### src/rtl/sqrt_job_sequencer_if.sv
// sqrt_job_sequencer_if
//   Operand input stream and result output stream of the square-root job
//   sequencer, grouped so the sequencer and its neighbours share one bundle.
//   Parameter WIDTH: operand width (even); the root is WIDTH/2 bits.
//   Signals:
//     in_valid_i / in_ready_o / in_data_i : operand stream into the sequencer
//     out_valid_o / out_ready_i           : result stream out of the sequencer
//     out_root_o, out_exact_o, out_err_o  : result payload
//   Modports:
//     slave  - the sequencer side
//     master - the producer/consumer side
interface sqrt_job_sequencer_if #(
  parameter int WIDTH = 8
);
  logic                 in_valid_i;
  logic                 in_ready_o;
  logic [WIDTH-1:0]     in_data_i;
  logic                 out_valid_o;
  logic                 out_ready_i;
  logic [WIDTH/2-1:0]   out_root_o;
  logic                 out_exact_o;
  logic                 out_err_o;

  modport slave (
    input  in_valid_i, in_data_i, out_ready_i,
    output in_ready_o, out_valid_o, out_root_o, out_exact_o, out_err_o
  );

  modport master (
    output in_valid_i, in_data_i, out_ready_i,
    input  in_ready_o, out_valid_o, out_root_o, out_exact_o, out_err_o
  );
endinterface

### src/rtl/sqrt_job_sequencer.sv
// sqrt_job_sequencer
//   Front-end sequencer for the iterative square-root core. Buffers up to two
//   operands in a small FIFO, launches the core one job at a time, waits for
//   it to finish and holds the root plus an exactness flag on the output
//   stream until consumed.
//   Parameters:
//     WIDTH   - operand width (even); root width is WIDTH/2
//     TIMEOUT - WAIT-cycle limit before a job is aborted (timeout build only)
//   Ports:
//     clk, rst        - clock (rising edge), asynchronous active-high reset
//     bus             - operand/result streams (sqrt_job_sequencer_if.slave)
//     core_start_o    - one-cycle launch pulse to the core
//     core_operand_o  - operand of the job in flight
//     core_ready_i    - core idle/done level
//     core_root_i     - core result, valid while core_ready_i is high
//   Optional feature: define SQRT_SEQ_TIMEOUT_EN to abort jobs whose core
//   never reports done within TIMEOUT WAIT cycles (result all ones, err=1).
module sqrt_job_sequencer #(
  parameter int WIDTH   = 8,
  parameter int TIMEOUT = 64
) (
  input  logic                 clk,
  input  logic                 rst,
  sqrt_job_sequencer_if.slave  bus,
  output logic                 core_start_o,
  output logic [WIDTH-1:0]     core_operand_o,
  input  logic                 core_ready_i,
  input  logic [WIDTH/2-1:0]   core_root_i
);

  localparam int RW = WIDTH / 2;

  typedef enum logic [2:0] {
    S_IDLE, S_LAUNCH, S_ARM, S_WAIT, S_HOLD
  } state_t;

  state_t           state;
  logic             start_q;
  logic [WIDTH-1:0] op_q;
  logic [RW-1:0]    root_q;
  logic             exact_q;
  logic             valid_q;

  // Root squared fits exactly in WIDTH bits, so no product bits are lost.
  function automatic logic is_exact(input logic [RW-1:0] r,
                                    input logic [WIDTH-1:0] op);
    logic [WIDTH-1:0] sq;
    sq = {{RW{1'b0}}, r} * {{RW{1'b0}}, r};
    return (sq == op);
  endfunction

  // Two-entry operand FIFO
  logic [WIDTH-1:0] fifo_mem [2];
  logic             rd_ptr;
  logic             wr_ptr;
  logic [1:0]       count;
  logic             push;
  logic             pop;

  // Readiness is from registered count only; a same-cycle pop does not free a slot early.
  assign push = bus.in_valid_i && (count != 2'd2);
  // The head is popped on the edge that enters LAUNCH, so op_q is valid with the start pulse.
  assign pop  = (count != 2'd0) &&
                ((state == S_IDLE) || ((state == S_HOLD) && bus.out_ready_i));

  always_ff @(posedge clk or posedge rst) begin
    if (rst) begin
      rd_ptr <= 1'b0;
      wr_ptr <= 1'b0;
      count  <= 2'd0;
    end else begin
      if (push) wr_ptr <= ~wr_ptr;
      if (pop)  rd_ptr <= ~rd_ptr;
      case ({push, pop})
        2'b10:   count <= count + 2'd1;
        2'b01:   count <= count - 2'd1;
        default: count <= count;
      endcase
    end
  end

  always_ff @(posedge clk) begin
    if (push) fifo_mem[wr_ptr] <= bus.in_data_i;
  end

`ifdef SQRT_SEQ_TIMEOUT_EN
  localparam int CNT_W = $clog2(TIMEOUT + 1);
  localparam logic [CNT_W-1:0] CNT_LAST = CNT_W'(TIMEOUT - 1);
  logic [CNT_W-1:0] wait_cnt;
  logic             err_q;
`endif

  // Job FSM with registered outputs
  always_ff @(posedge clk or posedge rst) begin
    if (rst) begin
      state   <= S_IDLE;
      start_q <= 1'b0;
      op_q    <= '0;
      root_q  <= '0;
      exact_q <= 1'b0;
      valid_q <= 1'b0;
`ifdef SQRT_SEQ_TIMEOUT_EN
      wait_cnt <= '0;
      err_q    <= 1'b0;
`endif
    end else begin
      start_q <= 1'b0;
      case (state)
        S_IDLE: begin
          if (pop) begin
            state   <= S_LAUNCH;
            start_q <= 1'b1;
            op_q    <= fifo_mem[rd_ptr];
          end
        end
        S_LAUNCH: begin
          state <= S_ARM;
        end
        S_ARM: begin
          // The core is still dropping ready here, so it is not sampled.
          state <= S_WAIT;
`ifdef SQRT_SEQ_TIMEOUT_EN
          wait_cnt <= '0;
`endif
        end
        S_WAIT: begin
          if (core_ready_i) begin
            root_q  <= core_root_i;
            exact_q <= is_exact(core_root_i, op_q);
            valid_q <= 1'b1;
            state   <= S_HOLD;
`ifdef SQRT_SEQ_TIMEOUT_EN
            err_q   <= 1'b0;
          end else if (wait_cnt == CNT_LAST) begin
            root_q  <= '1;
            exact_q <= 1'b0;
            err_q   <= 1'b1;
            valid_q <= 1'b1;
            state   <= S_HOLD;
          end else begin
            wait_cnt <= wait_cnt + 1'b1;
`endif
          end
        end
        S_HOLD: begin
          if (bus.out_ready_i) begin
            valid_q <= 1'b0;
            if (pop) begin
              state   <= S_LAUNCH;
              start_q <= 1'b1;
              op_q    <= fifo_mem[rd_ptr];
            end else begin
              state <= S_IDLE;
            end
          end
        end
        default: state <= S_IDLE;
      endcase
    end
  end

  assign bus.in_ready_o  = (count != 2'd2);
  assign bus.out_valid_o = valid_q;
  assign bus.out_root_o  = root_q;
  assign bus.out_exact_o = exact_q;
`ifdef SQRT_SEQ_TIMEOUT_EN
  assign bus.out_err_o   = err_q;
`else
  assign bus.out_err_o   = 1'b0;
`endif
  assign core_start_o    = start_q;
  assign core_operand_o  = op_q;

endmodule

### src/flat_wrapper.sv
// flat-port wrapper written by rule: the top's interface ports become plain ports
module sqrt_job_sequencer_flat 
#(
  parameter int WIDTH   = 8,
  parameter int TIMEOUT = 64
)
  (clk, rst, core_start_o, core_operand_o, core_ready_i, core_root_i, bus_in_valid_i, bus_in_data_i, bus_out_ready_i, bus_in_ready_o, bus_out_valid_o, bus_out_root_o, bus_out_exact_o, bus_out_err_o);
  sqrt_job_sequencer_if #(.WIDTH(WIDTH)) bus_i ();
  input  logic clk;
  input  logic rst;
  output logic core_start_o;
  output logic [WIDTH-1:0] core_operand_o;
  input  logic core_ready_i;
  input  logic [WIDTH/2-1:0] core_root_i;
  input wire logic [$bits(bus_i.in_valid_i)-1:0] bus_in_valid_i;
  input wire logic [$bits(bus_i.in_data_i)-1:0] bus_in_data_i;
  input wire logic [$bits(bus_i.out_ready_i)-1:0] bus_out_ready_i;
  output wire logic [$bits(bus_i.in_ready_o)-1:0] bus_in_ready_o;
  output wire logic [$bits(bus_i.out_valid_o)-1:0] bus_out_valid_o;
  output wire logic [$bits(bus_i.out_root_o)-1:0] bus_out_root_o;
  output wire logic [$bits(bus_i.out_exact_o)-1:0] bus_out_exact_o;
  output wire logic [$bits(bus_i.out_err_o)-1:0] bus_out_err_o;
  assign bus_i.in_valid_i = bus_in_valid_i;
  assign bus_i.in_data_i = bus_in_data_i;
  assign bus_i.out_ready_i = bus_out_ready_i;
  assign bus_in_ready_o = bus_i.in_ready_o;
  assign bus_out_valid_o = bus_i.out_valid_o;
  assign bus_out_root_o = bus_i.out_root_o;
  assign bus_out_exact_o = bus_i.out_exact_o;
  assign bus_out_err_o = bus_i.out_err_o;
  sqrt_job_sequencer #(.WIDTH(WIDTH), .TIMEOUT(TIMEOUT)) u_core (.clk(clk), .rst(rst), .bus(bus_i), .core_start_o(core_start_o), .core_operand_o(core_operand_o), .core_ready_i(core_ready_i), .core_root_i(core_root_i));
endmodule
### config.mk
export PLATFORM = sky130hd
export DESIGN_NAME = sqrt_job_sequencer_flat
export DESIGN_NICKNAME = d
export VERILOG_FILES = /design/src/rtl/sqrt_job_sequencer_if.sv /design/src/rtl/sqrt_job_sequencer.sv /design/src/flat_wrapper.sv
export SDC_FILE = /design/constraint.sdc
export NUM_CORES = 1
export LEC_CHECK = 0
export BUFFER_PORTS_ARGS = -buffer_cell sky130_fd_sc_hd__buf_2
export CORE_AREA = 2 2 63 65
export CTS_CLUSTER_DIAMETER = 80
export DETAILED_ROUTE_END_ITERATION = 16
export DIE_AREA = 0 0 65 67
export MAX_ROUTING_LAYER = met4
export PLACE_DENSITY = 0.81
export SYNTH_ARGS = -nofsm -noshare
export SYNTH_HDL_FRONTEND = slang
export SYNTH_SLANG_ARGS = --single-unit
### constraint.sdc
create_clock -name clk -period 1.9 [get_ports clk]
set_clock_uncertainty 0.15 [all_clocks]
set_input_delay 0 -clock clk [delete_from_list [all_inputs] [get_ports clk]]
set_output_delay 0 -clock clk [all_outputs]
set_load 0.03 [all_outputs]
== Word level (Yosys, flattened, before mapping) ==
Memory sizes are Yosys's and may differ from the RTL's.
Cells that the tools add are included.

* Add/subtract/negate cells: 2
* $mul: 1
* Eq/ne operators: 11
* Muxes and demuxes: 17
* Bitwise operators: 2
* Reduce and logical (&&, ||, !) cells: 13

{| class="wikitable"
|+ Operators by type and width
! operator !! number
|-
| 8-bit 2-to-1 mux || 2
|-
| 8-bit case mux with 2 select lines || 1
|-
| 3-bit case mux with 5 select lines || 1
|-
| 3-bit 2-to-1 mux || 3
|-
| 8-bit == test || 1
|-
| 4-bit by 4-bit multiplier with 8-bit output || 1
|-
| 2-bit nonzero test || 4
|-
| 1-bit 2-to-1 mux || 7
|-
| 3-bit by 2-bit == test with 1-bit output, second input constant || 2
|-
| 2-bit != test, second input constant || 3
|-
| 3-bit AND reduction || 2
|-
| 1-bit case mux with 2 select lines || 2
|-
| 2-bit case mux with 2 select lines || 1
|-
| 2-bit AND reduction || 2
|-
| 3-bit by 1-bit == test with 1-bit output, second input constant || 1
|-
| 3-bit == test, second input constant || 1
|-
| 1-bit logical AND || 3
|-
| 3-bit logical NOT || 1
|-
| 2-bit by 1-bit adder with 2-bit output, second input constant || 1
|-
| 2-bit by 1-bit == test with 1-bit output, second input constant || 1
|-
| 2-bit == test, second input constant || 1
|-
| 2-bit by 1-bit != test with 1-bit output, second input constant || 1
|-
| 1-bit inverter || 2
|-
| 2-bit by 1-bit subtractor with 2-bit output, second input constant || 1
|-
| 1-bit logical OR || 1
|}

* Register bits after elaboration: 22
* RAM bits: 16
* Output and inout port bits: 17
* Memories kept: 1

{| class="wikitable"
|+ Memory list
! name !! depth !! width !! rd ports !! clocked after memory_dff !! write ports !! RTL line !! text
|-
| u_core.fifo_mem || 2 || 8 || 1 || 0 || 1 || sqrt_job_sequencer.sv:53 || <nowiki>logic [WIDTH-1:0] fifo_mem [2];</nowiki>
|}

== Longest topological paths before layout ==
Gate-level depths: netlist of run 1.

* Depth after elaboration: 7
* Gate-level depth with buffers: 9
* Gate-level depth less buffers: 9

== Least setup slack after synthesis of run 1 ==
OpenSTA, ideal clock, no wires.

* Path type: input to register
* From: input core_root_i[1]
* To: register u_core.exact_q (netlist: u_core.bus.out_exact_o)
* Library setup time: 0.104 ns
* Data arrival time: 1.656 ns
* Path slack: -0.009 ns
* Stages on the path: 9
* Cell sequence: and2b_1 -> and2_2 -> inv_1 -> fa_1 -> xor2_1 -> o21ai_0 -> a211oi_1 -> nand3_1 -> o41ai_2

* Cells in the longest elaborated chain, start to end: 2

{| class="wikitable"
|+ Ends and longest elaborated chain
! element !! RTL line !! text
|-
| from (decl) || flat_wrapper.sv:14 || <nowiki>input logic [WIDTH/2-1:0] core_root_i;</nowiki>
|-
| 4-bit by 4-bit multiplier with 8-bit output || sqrt_job_sequencer.sv:48 || <nowiki>sq = {{RW{1'b0}}, r} * {{RW{1'b0}}, r};</nowiki>
|-
| 8-bit == test || sqrt_job_sequencer.sv:49 || <nowiki>return (sq == op);</nowiki>
|-
| to (signal assigned) || sqrt_job_sequencer.sv:129 || <nowiki>exact_q <= is_exact(core_root_i, op_q);</nowiki>
|-
| to (decl) || sqrt_job_sequencer.sv:41 || <nowiki>logic exact_q;</nowiki>
|}

No other way between the ends.
A chain may end at the register's enable or synchronous reset.

== Worst setup path after layout of run 1 ==
Ends and elaborated chain as after synthesis.

==> out/results.tsv, run 1 <==
stage	metric	value	unit
yosys	XOR/XNOR Fraction of Synth Area	0.0600	
finish	Filler cells	285	
sta	Slew headroom	0.457	
yosys	Synth cell types	35	
yosys	number of synthesized register bits	38	
sta	final hold violation count	0	
critical_path	WP data required	1930	ps
sta	achievable frequency	0.560	GHz
sta	Tightest Pin Transition	814	ps
clocking	Clock H-tree levels	2	
yosys	Yosys top cell area share	0.315	
die	Die Ht	67	µm
global_route	first-pass GRT wire length	5640	µm
placed_design	area of placed instances	2010	µm²
die	Die Wd	65	µm
pwr	pwr dens	1500	nW/µm²
route	vias per inst	4.88	
yosys	main combinational cell family by area after synthesis	simple AND/OR/NAND/NOR gates	
yosys	Async S/R FF share, synth	0.579	
global_route	largest net degree at the start of global routing	23	
critical_path	worst path arrival time	1820	ps
yosys	number of flops mapped to enable cells by yosys	16	
route	WL/cell	13.2	µm
sta	max-slew violations	0	
yosys	compound-gate portion of the synthesized area	0.0901	
global_route	gr usage total	0.181	
clocking	Num CTS Buffers	5	
critical_path	crit path capture type	register	
route	Final ANT Viol Nets	0	
sta	final period demand of the worst path	1790	ps
die	I/O pins	34	
finish	post-route cell area	2280	µm²
die	Core Rows	22	
clocking	CTS Sinks	38	
finish	Final Instance Count excl. Fillers	250	
yosys	synth cell count leaders	22 x dfrtp_1, 16 x edfxtp_1, 13 x nor2_1	
clocking	Post CTS Setup Buffer Count	0	
critical_path	Crit Path Class	primary input to register	
clocking	Skew-Pair Late Insertion Delay	280	ps
die	Initial Utilization	0.485	
placed_design	I/O Buffers	32	
finish	flip-flop and latch area	1030	µm²
pwr	Seq pwr share	0.420	
worst_hold_path	hold depth	4	
critical_path	worst-path fanout max	4	
job	Max-Cap Viols	0	
critical_path	reg-to-reg endpoint	u_core.bus.out_exact_o$_DFFE_PP0P_	
pwr	sw power	1300	µW
sta	RSZ-0062 raised after global routing	no	
clocking	clk slew on worst S/H paths	70	ps
route	DR DRC count	0	
sta	final setup violation count	0	
placed_design	Post-DP HPWL	2370	µm
yosys	count leader, synth	dfrtp_1	
sta	Final period util	0.940	
route	WL final	3300	µm
yosys	syn_nets	164	
yosys	Mapped Cells	142	
finish	final core utilization	0.632	
pwr	Lkg Pwr	0.00104	µW
critical_path	Crit. Startpoint	core_root_i[1]	
finish	Multi-input gate area	672	µm²
yosys	Synth Area in Simple Gates	0.120	
yosys	Synth Area in Adders	0.0400	
critical_path	Worst R2R Path Depth	5	
yosys	mux cell area share after synthesis	0.0708	
finish	diode count	0	
finish	area grow syn2layout	30.2	%
yosys	Yosys top cell by area	dfrtp_1	
critical_path	FF-to-FF setup slack	310	ps
worst_hold_path	WHS Endpoint	u_core.bus.out_root_o[0]$_DFFE_PP0P_	
yosys	part of the Yosys area used for sequential elements	0.589	
pwr	worst vdd ir	0.775	mV
critical_path	Critical Path Source Type	primary input	
yosys	mapped cell area	1750	µm²
run_status	status	complete, no violations	
global_route	vias in the first global route	1284	
clocking	root buffer cell	clkbuf_8	
global_route	initial antenna violation count	0	
sta	worst hold margin	29.1	ps
clocking	Max clock buf depth	2	
route	initial DRC count	65	
placed_design	Placed Cells incl. Taps	227	
finish	layout net count	223	
route	Vias	1219	
finish	layout cells sized above 1	0.297	
die	Total Die Area	4360	µm²
clocking	CTS tree	done	
pwr	Comb power frac	0.389	
yosys	Post-synth top flop	dfrtp_1	
yosys	Syn. warnings	0	
yosys	top post-synthesis cells by area	dfrtp_1 31%, edfxtp_1 27%, mux2i_1 5.1%	
global_route	grt ovf	0	
yosys	Mean Syn Cell Area	12.3	µm²
pwr	internal cell power	2110	µW
pwr	switch share	0.382	
pwr	Clock Power Share	0.191	
die	core region area	3610	µm²
placed_design	GPL Wtd Cong	0.890	
worst_hold_path	Hold Crit Class	primary input to register	
worst_hold_path	hold wc startpoint	core_root_i[0]	
critical_path	Worst R2R Start	u_core.core_operand_o[0]$_DFFE_PP0P_	
route	Detailed Routing Iterations Pass 1	4	
==> layout by cell type (no fill, tap or decap), types with 3 or more instances in the layout <==
| cell | instances |
|---|---|
| buf_4 | 9 |
| inv_1 | 5 |
| mux2i_1 | 9 |
| xnor2_1 | 9 |
| nand2b_1 | 4 |
| edfxtp_1 | 16 |
| nor2_1 | 13 |
| buf_2 | 31 |
| nand2_1 | 10 |
| a21oi_1 | 11 |
| xor2_1 | 3 |
| clkbuf_8 | 5 |
| dfrtp_1 | 22 |
| ha_1 | 4 |
| mux2_2 | 3 |
| dlygate4sd3_1 | 15 |
==> worst max-delay path by stage <==
stage                                    endpoint  cells after the start
2_1_floorplan  u_core.bus.out_exact_o$_DFFE_PP0P_                      9
3_3_place_gp   u_core.bus.out_exact_o$_DFFE_PP0P_                     10
3_5_place_dp   u_core.bus.out_exact_o$_DFFE_PP0P_                     10
4_1_cts        u_core.bus.out_exact_o$_DFFE_PP0P_                     10
5_1_grt        u_core.bus.out_exact_o$_DFFE_PP0P_                     10
6_report       u_core.bus.out_exact_o$_DFFE_PP0P_                     10
==> metrics by stage <==
step,total power (µW),setup WS [ps],setup TNS [ps]
floorplan,2380,31.6,0
global placement,2690,-159,-159
detailed placement,2750,-251,-251
CTS,3440,45.2,0
global route,3640,7.12,0
finish,3410,114,0
==> power groups by stage <==
stage / logic [µW] / registers [µW] / clock network (µW)
detailed placement: 1310 / 1440 / 0
CTS: 1340 / 1430 / 669
finish: 1330 / 1430 / 652
floorplan: 739 / 1640 / 0
global placement: 1260 / 1430 / 0
global route: 1450 / 1470 / 711
==> worst max-delay path, cell delays in order <==
cell      delay (ps)
buf_6            100
and2b_1          200
and2_4           150
inv_2             40
fa_1             560
xor2_1           140
o21ai_1           80
a211oi_1         210
nand3_1          120
o41ai_2          210
==> logic make-up (layout without fill, tap and decap cells) <==
kind of cell | count (synthesis) | count (layout)
flops | 38 | 38
mux | 12 | 12
other cells | 1 | 1
xor+xnor | 12 | 12
compound gates | 23 | 23
simple gates | 41 | 41
buf+inv | 10 | 70
fa+ha+maj | 5 | 5
==> layout make-up <==
type | count | area share
clock buffer | 5 | 0.0302
sequential | 38 | 0.452
timing repair buffer | 56 | 0.169
tap | 48 | 0.0264
inverter | 6 | 0.00988
multi-input combinational | 94 | 0.295
clock inverter | 3 | 0.0176
==> per-layer routing <==
metal	part of all wire	global-route usage	vias up	wire length (µm)
li1	-	-	608	-
met1	0.42	0.184	565	1380
met2	0.51	0.325	35	1680
met3	0.048	0.0473	11	159
met4	0.026	0.0878	0	85
met5	0	-	-	0
==> registers in the layout, indices dropped and copies added, names as in the netlist <==
name	cells
u_core.core_start_o	1
u_core.wr_ptr	1
u_core.count	2
u_core.fifo_mem	16
u_core.core_operand_o	8
u_core.rd_ptr	1
u_core.bus.out_exact_o	1
u_core.bus.out_valid_o	1
u_core.bus.out_root_o	4
u_core.state	3
==> what timing repair did <==
action                                  in CTS  in global routing
gates resized for setup                      0                  5
hold buffers                                15                  0
endpoints found under the setup margin       0                  1
hold endpoints to repair                    47                  0
No activity file was read; power rests on OpenSTA's default activity.
==> inputs of run 2 (changes only) <==
SETUP_SLACK_MARGIN = 0.2   (was default)
==> run 2 against run 1 <==
Net effect:
- maximum frequency is 1.7% higher
- sequential power about the same
- register-to-register slack gained 40 ps
- critical path depth unchanged
- global-route usage decreased by 1.3 points
- clock-buffer cell count increased by 1
- first-iteration DRC count shrank 3.1%
- non-clock buffer count decreased by 1
- worst hold slack improved by 57 ps
- die area is the same
- combinational power is essentially flat
==> out/results.tsv, run 2 (synthesis results as in run 1) <==
stage	metric	value	unit	change
critical_path	crit path capture type	register		
sta	Tightest Pin Transition	804	ps	-9.93 ps
critical_path	Crit Path Class	primary input to register		
job	Max-Cap Viols	0		unchanged
clocking	CTS tree	done		
finish	layout cells sized above 1	0.294		-0.00350
placed_design	I/O Buffers	32		unchanged
global_route	gr usage total	0.168		-0.0132
finish	max reg flops	16		unchanged
route	Final ANT Viol Nets	0		unchanged
clocking	clk slew on worst S/H paths	70	ps	about the same
die	Core Rows	22		unchanged
finish	diode count	0		unchanged
pwr	Lkg Pwr	0.00101	µW	-2.2%
global_route	largest net degree at the start of global routing	23		unchanged
pwr	Seq pwr share	0.436		+0.016
placed_design	Post-DP HPWL	2250	µm	-4.7%
route	vias per inst	4.88		+0.15%
clocking	Max clock buf depth	2		unchanged
placed_design	GPL Wtd Cong	0.910		+2.3%
die	Die Wd	65	µm	unchanged
critical_path	crit-path max cell delay	520	ps	-40 ps
sta	Final period util	0.924		-0.0160
global_route	initial antenna violation count	0		unchanged
sta	max-slew violations	0		unchanged
pwr	Power, Total	3270	µW	-4.1%
global_route	M1 GR Usage	0.193		+0.00881
route	Vias	1216		-0.25%
sta	final period demand of the worst path	1760	ps	-30.4 ps
global_route	grt met3 use	0.0507		+0.00338
global_route	vias in the first global route	1177		-8.3%
die	core region area	3610	µm²	unchanged
sta	final setup violation count	0		unchanged
finish	area grow syn2layout	28.8	%	
sta	RSZ-0062 raised after global routing	yes		
global_route	grt met2 use	0.286		-0.0387
route	initial DRC count	63		-3.1%
pwr	worst vdd ir	0.730	mV	-5.8%
critical_path	Slowest-stage cell, CP	fa_1		
finish	Final Instance Count excl. Fillers	249		-0.40%
pwr	Clock Power Share	0.159		-0.032
placed_design	Placed Cells incl. Taps	225		-0.88%
clocking	Num CTS Buffers	5		unchanged
finish	most frequent cells in the layout	31 x buf_2, 21 x dfrtp_1, 16 x dlygate4sd3_1, 16 x edfxtp_1, 12 x nor2_1		
die	Initial Utilization	0.485		unchanged
critical_path	worst path arrival time	1780	ps	-40 ps
pwr	switch share	0.397		+0.0156
clocking	CTS Sinks	38		unchanged
pwr	Comb power frac	0.405		+0.016
pwr	pwr dens	1450	nW/µm²	-3.0%
route	WL final	3250	µm	-1.4%
finish	Biggest register	u_core.fifo_mem		
route	DR DRC count	0		unchanged
finish	layout net count	222		-0.45%
critical_path	WP data required	1930	ps	about the same
sta	worst hold margin	86.5	ps	+57.3 ps
route	WL/cell	13.1	µm	-1.0%
critical_path	Cell Chain, Critical Path	buf_6, and2b_1, and2_4, inv_2, fa_1, xor2_1, o21ai_1, a211oi_2, nand3_1, o41ai_2		
worst_hold_path	Hold Crit Class	primary input to register		
clocking	root buffer cell	clkbuf_8		
global_route	first-pass GRT wire length	5270	µm	-6.6%
critical_path	worst-path fanout max	4		unchanged
clocking	Skew-Pair Late Insertion Delay	290	ps	about the same
clocking	Post CTS Setup Buffer Count	0		unchanged
die	I/O pins	34		unchanged
global_route	grt ovf	0		unchanged
sta	achievable frequency	0.570	GHz	+1.7%
critical_path	top cell family by delay on the critical path	adder cells		
pwr	sw power	1300	µW	-0.13%
global_route	grt peak-use layer	met2		
run_status	status	complete, no violations		
pwr	internal cell power	1970	µW	-6.5%
sta	final hold violation count	0		unchanged
critical_path	Critical Path Source Type	primary input		
clocking	Clock H-tree levels	2		unchanged
die	Total Die Area	4360	µm²	unchanged
sta	Setup TNS	0	ps	unchanged
die	Die Ht	67	µm	unchanged
route	Detailed Routing Iterations Pass 1	4		unchanged
finish	most common cell after layout, fill and taps aside	buf_2		
critical_path	number of buffers and inverters on the critical path	2		unchanged
sta	Slew headroom	0.463		+0.00663
## run 2: worst paths after layout
check	startpoint	end	slack [ps]	cells past startpoint
min in group asynchronous	rst	u_core.bus.out_valid_o$_DFFE_PP0P_	250	3
min reg2reg	u_core.bus.out_root_o[0]$_DFFE_PP0P_	u_core.bus.out_root_o[0]$_DFFE_PP0P_	340	2
min	core_root_i[3]	u_core.bus.out_exact_o$_DFFE_PP0P_	90	5
max	core_root_i[1]	u_core.bus.out_exact_o$_DFFE_PP0P_	140	10
max in group asynchronous	rst	u_core.count[0]$_DFFE_PP0P_	780	3
max reg2reg	u_core.state[1]$_DFFE_PP0P_	u_core.count[1]$_DFFE_PP0P_	350	5
## run 2: per-layer routing
layer | share of wire | up-vias | wire length, µm
met5 | 0 | - | 0
met4 | 0.011 | 0 | 36
met3 | 0.052 | 3 | 168
met2 | 0.50 | 33 | 1630
met1 | 0.44 | 570 | 1420
li1 | - | 610 | -
## run 2: cell type report
cell class	count	area (µm²)
clock buffers	6	72.6
clock inverters	2	8.76
fillers	286	1350
inverters	6	22.5
multi-input cells	94	679
flip-flops and latches	38	1030
well taps	48	60.1
repair buffers	55	379
## run 2: power groups by stage
stage	combinational, µW	sequential, µW	clock [µW]
after floorplan	742	1640	0
after global placement	1260	1430	0
after detailed placement	1290	1440	0
after CTS	1330	1420	533
after global routing	1450	1460	572
final	1330	1430	522
## run 2: per-stage QoR
step	setup WS (ps)	util	area, µm²
floorplan	106	-	1750
global placement	-84.4	0.554	2000
detailed placement	-198	0.554	2000
CTS	79.6	0.621	2240
global route	10.3	0.625	2250
finish	144	0.625	2250
## run 2: repair_timing
item	in CTS	in global routing
gates resized for setup	0	6
hold endpoints to repair	48	0
setup endpoints to repair	1	2
hold buffers	16	0
## run 2: worst register-to-register path, delay by kind of cell (launching register included)
| kind | cells | cell delay, ps |
|---|---|---|
| AOI/OAI and AO/OA | 1 | 190 |
| xor gates and xnor gates | 1 | 160 |
| adders and majority gates | 1 | 250 |
| DFF | 1 | 430 |
| and+or+nand+nor | 2 | 290 |
==> inputs of run 3 (changes only) <==
CORE_AREA = 2 2 68 70   (was 2 2 63 65)
DIE_AREA = 0 0 70 72   (was 0 0 65 67)
PLACE_DENSITY = 0.72   (was 0.81)
==> run 3 against run 2 <==
Net effect:
- utilization shrank 8.0 points
- worst setup slack improved by 15 ps
- clock power up 52%
- first-iteration DRC count shrank 32%
- global-route usage down 2.8 points
- cell count is 2.4% higher
- sequential share of layout area decreased by 1.4 points
- worst hold slack worse by 46 ps
- sequential cell count stayed put
- clock-buffer cell count fell by 1
- sequential power is essentially flat
- total power is 8.0% higher
- largest cell class unchanged
- largest power group unchanged
==> out/results.tsv, run 3 (synthesis results as in run 1) <==
stage	metric	value	unit	change
clocking	Clock H-tree levels	2		unchanged
clocking	CTS tree	done		
global_route	grt ovf	0		unchanged
clocking	Skew-Pair Late Insertion Delay	280	ps	about the same
placed_design	area of placed instances	2020	µm²	+1.0%
run_status	status	complete, no violations		
global_route	largest net degree at the start of global routing	23		unchanged
critical_path	Crit. Startpoint	core_root_i[1]		
critical_path	Critical Path Source Type	primary input		
route	DR DRC count	0		unchanged
route	Vias	1224		+0.66%
finish	post-route cell area	2320	µm²	+3.1%
sta	achievable frequency	0.575	GHz	+0.88%
global_route	gr usage total	0.140		-0.0281
die	Die Ht	72	µm	+7.5%
job	Max-Cap Viols	0		unchanged
finish	diode count	0		unchanged
die	Initial Utilization	0.411		-0.0749
worst_hold_path	Hold Crit Class	primary input to register		
global_route	first-pass GRT wire length	5380	µm	+2.1%
pwr	Power, Total	3540	µW	+8.0%
clocking	root buffer cell	clkbuf_8		
critical_path	worst path arrival time	1780	ps	about the same
finish	layout net count	224		+0.90%
global_route	initial antenna violation count	0		unchanged
route	initial DRC count	43		-32%
critical_path	Worst R2R Start	u_core.state[1]$_DFFE_PP0P_		
die	I/O pins	34		unchanged
route	vias per inst	4.80		-1.7%
clocking	CTS Sinks	38		unchanged
placed_design	I/O Buffers	32		unchanged
global_route	vias in the first global route	1234		+4.8%
die	core region area	4260	µm²	+18%
pwr	Lkg Pwr	0.00105	µW	+3.4%
clocking	Max clock buf depth	2		unchanged
critical_path	crit path capture type	register		
die	Die Wd	70	µm	+7.7%
placed_design	Post-DP HPWL	2250	µm	about the same
finish	Biggest register	u_core.fifo_mem		
route	WL final	3190	µm	-1.8%
sta	Final period util	0.916		-0.00810
critical_path	WP data required	1940	ps	about the same
placed_design	GPL Wtd Cong	0.805		-12%
sta	worst hold margin	40.7	ps	-45.8 ps
sta	final hold violation count	0		unchanged
finish	layout cells sized above 1	0.310		+0.0168
route	Final ANT Viol Nets	0		unchanged
sta	final period demand of the worst path	1740	ps	-15.4 ps
route	WL/cell	12.5	µm	-4.1%
sta	max-slew violations	0		unchanged
die	Core Rows	24		+9.1%
finish	most frequent cells in the layout	31 x buf_2, 22 x dfrtp_1, 16 x edfxtp_1		
clocking	Num CTS Buffers	5		unchanged
sta	RSZ-0062 raised after global routing	yes		
pwr	pwr dens	1520	nW/µm²	+4.7%
finish	Final Instance Count excl. Fillers	255		+2.4%
route	Detailed Routing Iterations Pass 1	4		unchanged
placed_design	Placed Cells incl. Taps	231		+2.7%
clocking	clk slew on worst S/H paths	70	ps	about the same
critical_path	Crit Path Class	primary input to register		
critical_path	worst-path fanout max	4		unchanged
worst_hold_path	hold wc startpoint	core_root_i[0]		
sta	final setup violation count	0		unchanged
finish	most common cell after layout, fill and taps aside	buf_2		
pwr	worst vdd ir	0.781	mV	+7.0%
finish	area grow syn2layout	32.8	%	
finish	max reg flops	16		unchanged
die	Total Die Area	5040	µm²	+16%
run 3: routing by layer:
| metal | vias up | share of wire | GRT usage |
|---|---|---|---|
| met2 | 26 | 0.48 | 0.231 |
| li1 | 610 | - | - |
| met3 | 2 | 0.043 | 0.0431 |
| met4 | 0 | 0.0038 | 0.0385 |
| met5 | - | 0 | - |
| met1 | 586 | 0.47 | 0.168 |
run 3: report_power, final:
group          switching, µW  internal (µW)  leakage [µW]
Combinational            764            541      0.000579
Clock                    272            519     0.0000658
Sequential               268           1170      0.000404
Total                   1300           2230       0.00105
run 3: area by class of cell:
class                           instances  area (µm²)
Inverter                                6        22.5
Timing Repair Buffer                   57         392
Clock inverter                          3        63.8
Clock buffer                            5        68.8
Tap cell                               52        65.1
Multi-Input combinational cell         94         682
Fill cell                             362        1940
Sequential cell                        38        1030
run 3: critical path, stage by stage:
cell and delay, ps:
buf_6 100, and2b_1 200, and2_4 150, inv_2 30, fa_1 500, xor2_1 140, o21ai_1 90, a211oi_2 190
nand3_1 110, o41ai_2 280
run 3: path summary, 6_finish.rpt:
kind,endpoint,slack (ps),cells after the start
min in group asynchronous,u_core.core_start_o$_DFF_PP0_,140,4
hold / removal,u_core.bus.out_root_o[0]$_DFFE_PP0P_,40,4
hold reg to reg,u_core.bus.out_root_o[1]$_DFFE_PP0P_,360,1
setup reg to reg,u_core.count[1]$_DFFE_PP0P_,300,5
setup / recovery,u_core.bus.out_exact_o$_DFFE_PP0P_,160,10
max in group asynchronous,u_core.state[0]$_DFFE_PP0P_,1240,4
run 3: through the flow:
step | setup WS, ps | utilization | TNS (ps)
2_1_floorplan | 106 | - | 0
3_3_place_gp | -85.4 | 0.474 | -85.4
3_5_place_dp | -104 | 0.474 | -104
4_1_cts | 170 | 0.540 | 0
5_1_grt | 20.4 | 0.545 | 0
6_report | 160 | 0.545 | 0
run 3: timing repair:
action | in CTS | in global routing
hold endpoints to repair | 47 | 0
hold buffers | 15 | 0
pin swaps | 0 | 5
buffers inserted | 0 | 1
setup endpoints to repair | 1 | 2
gates resized for setup | 0 | 6
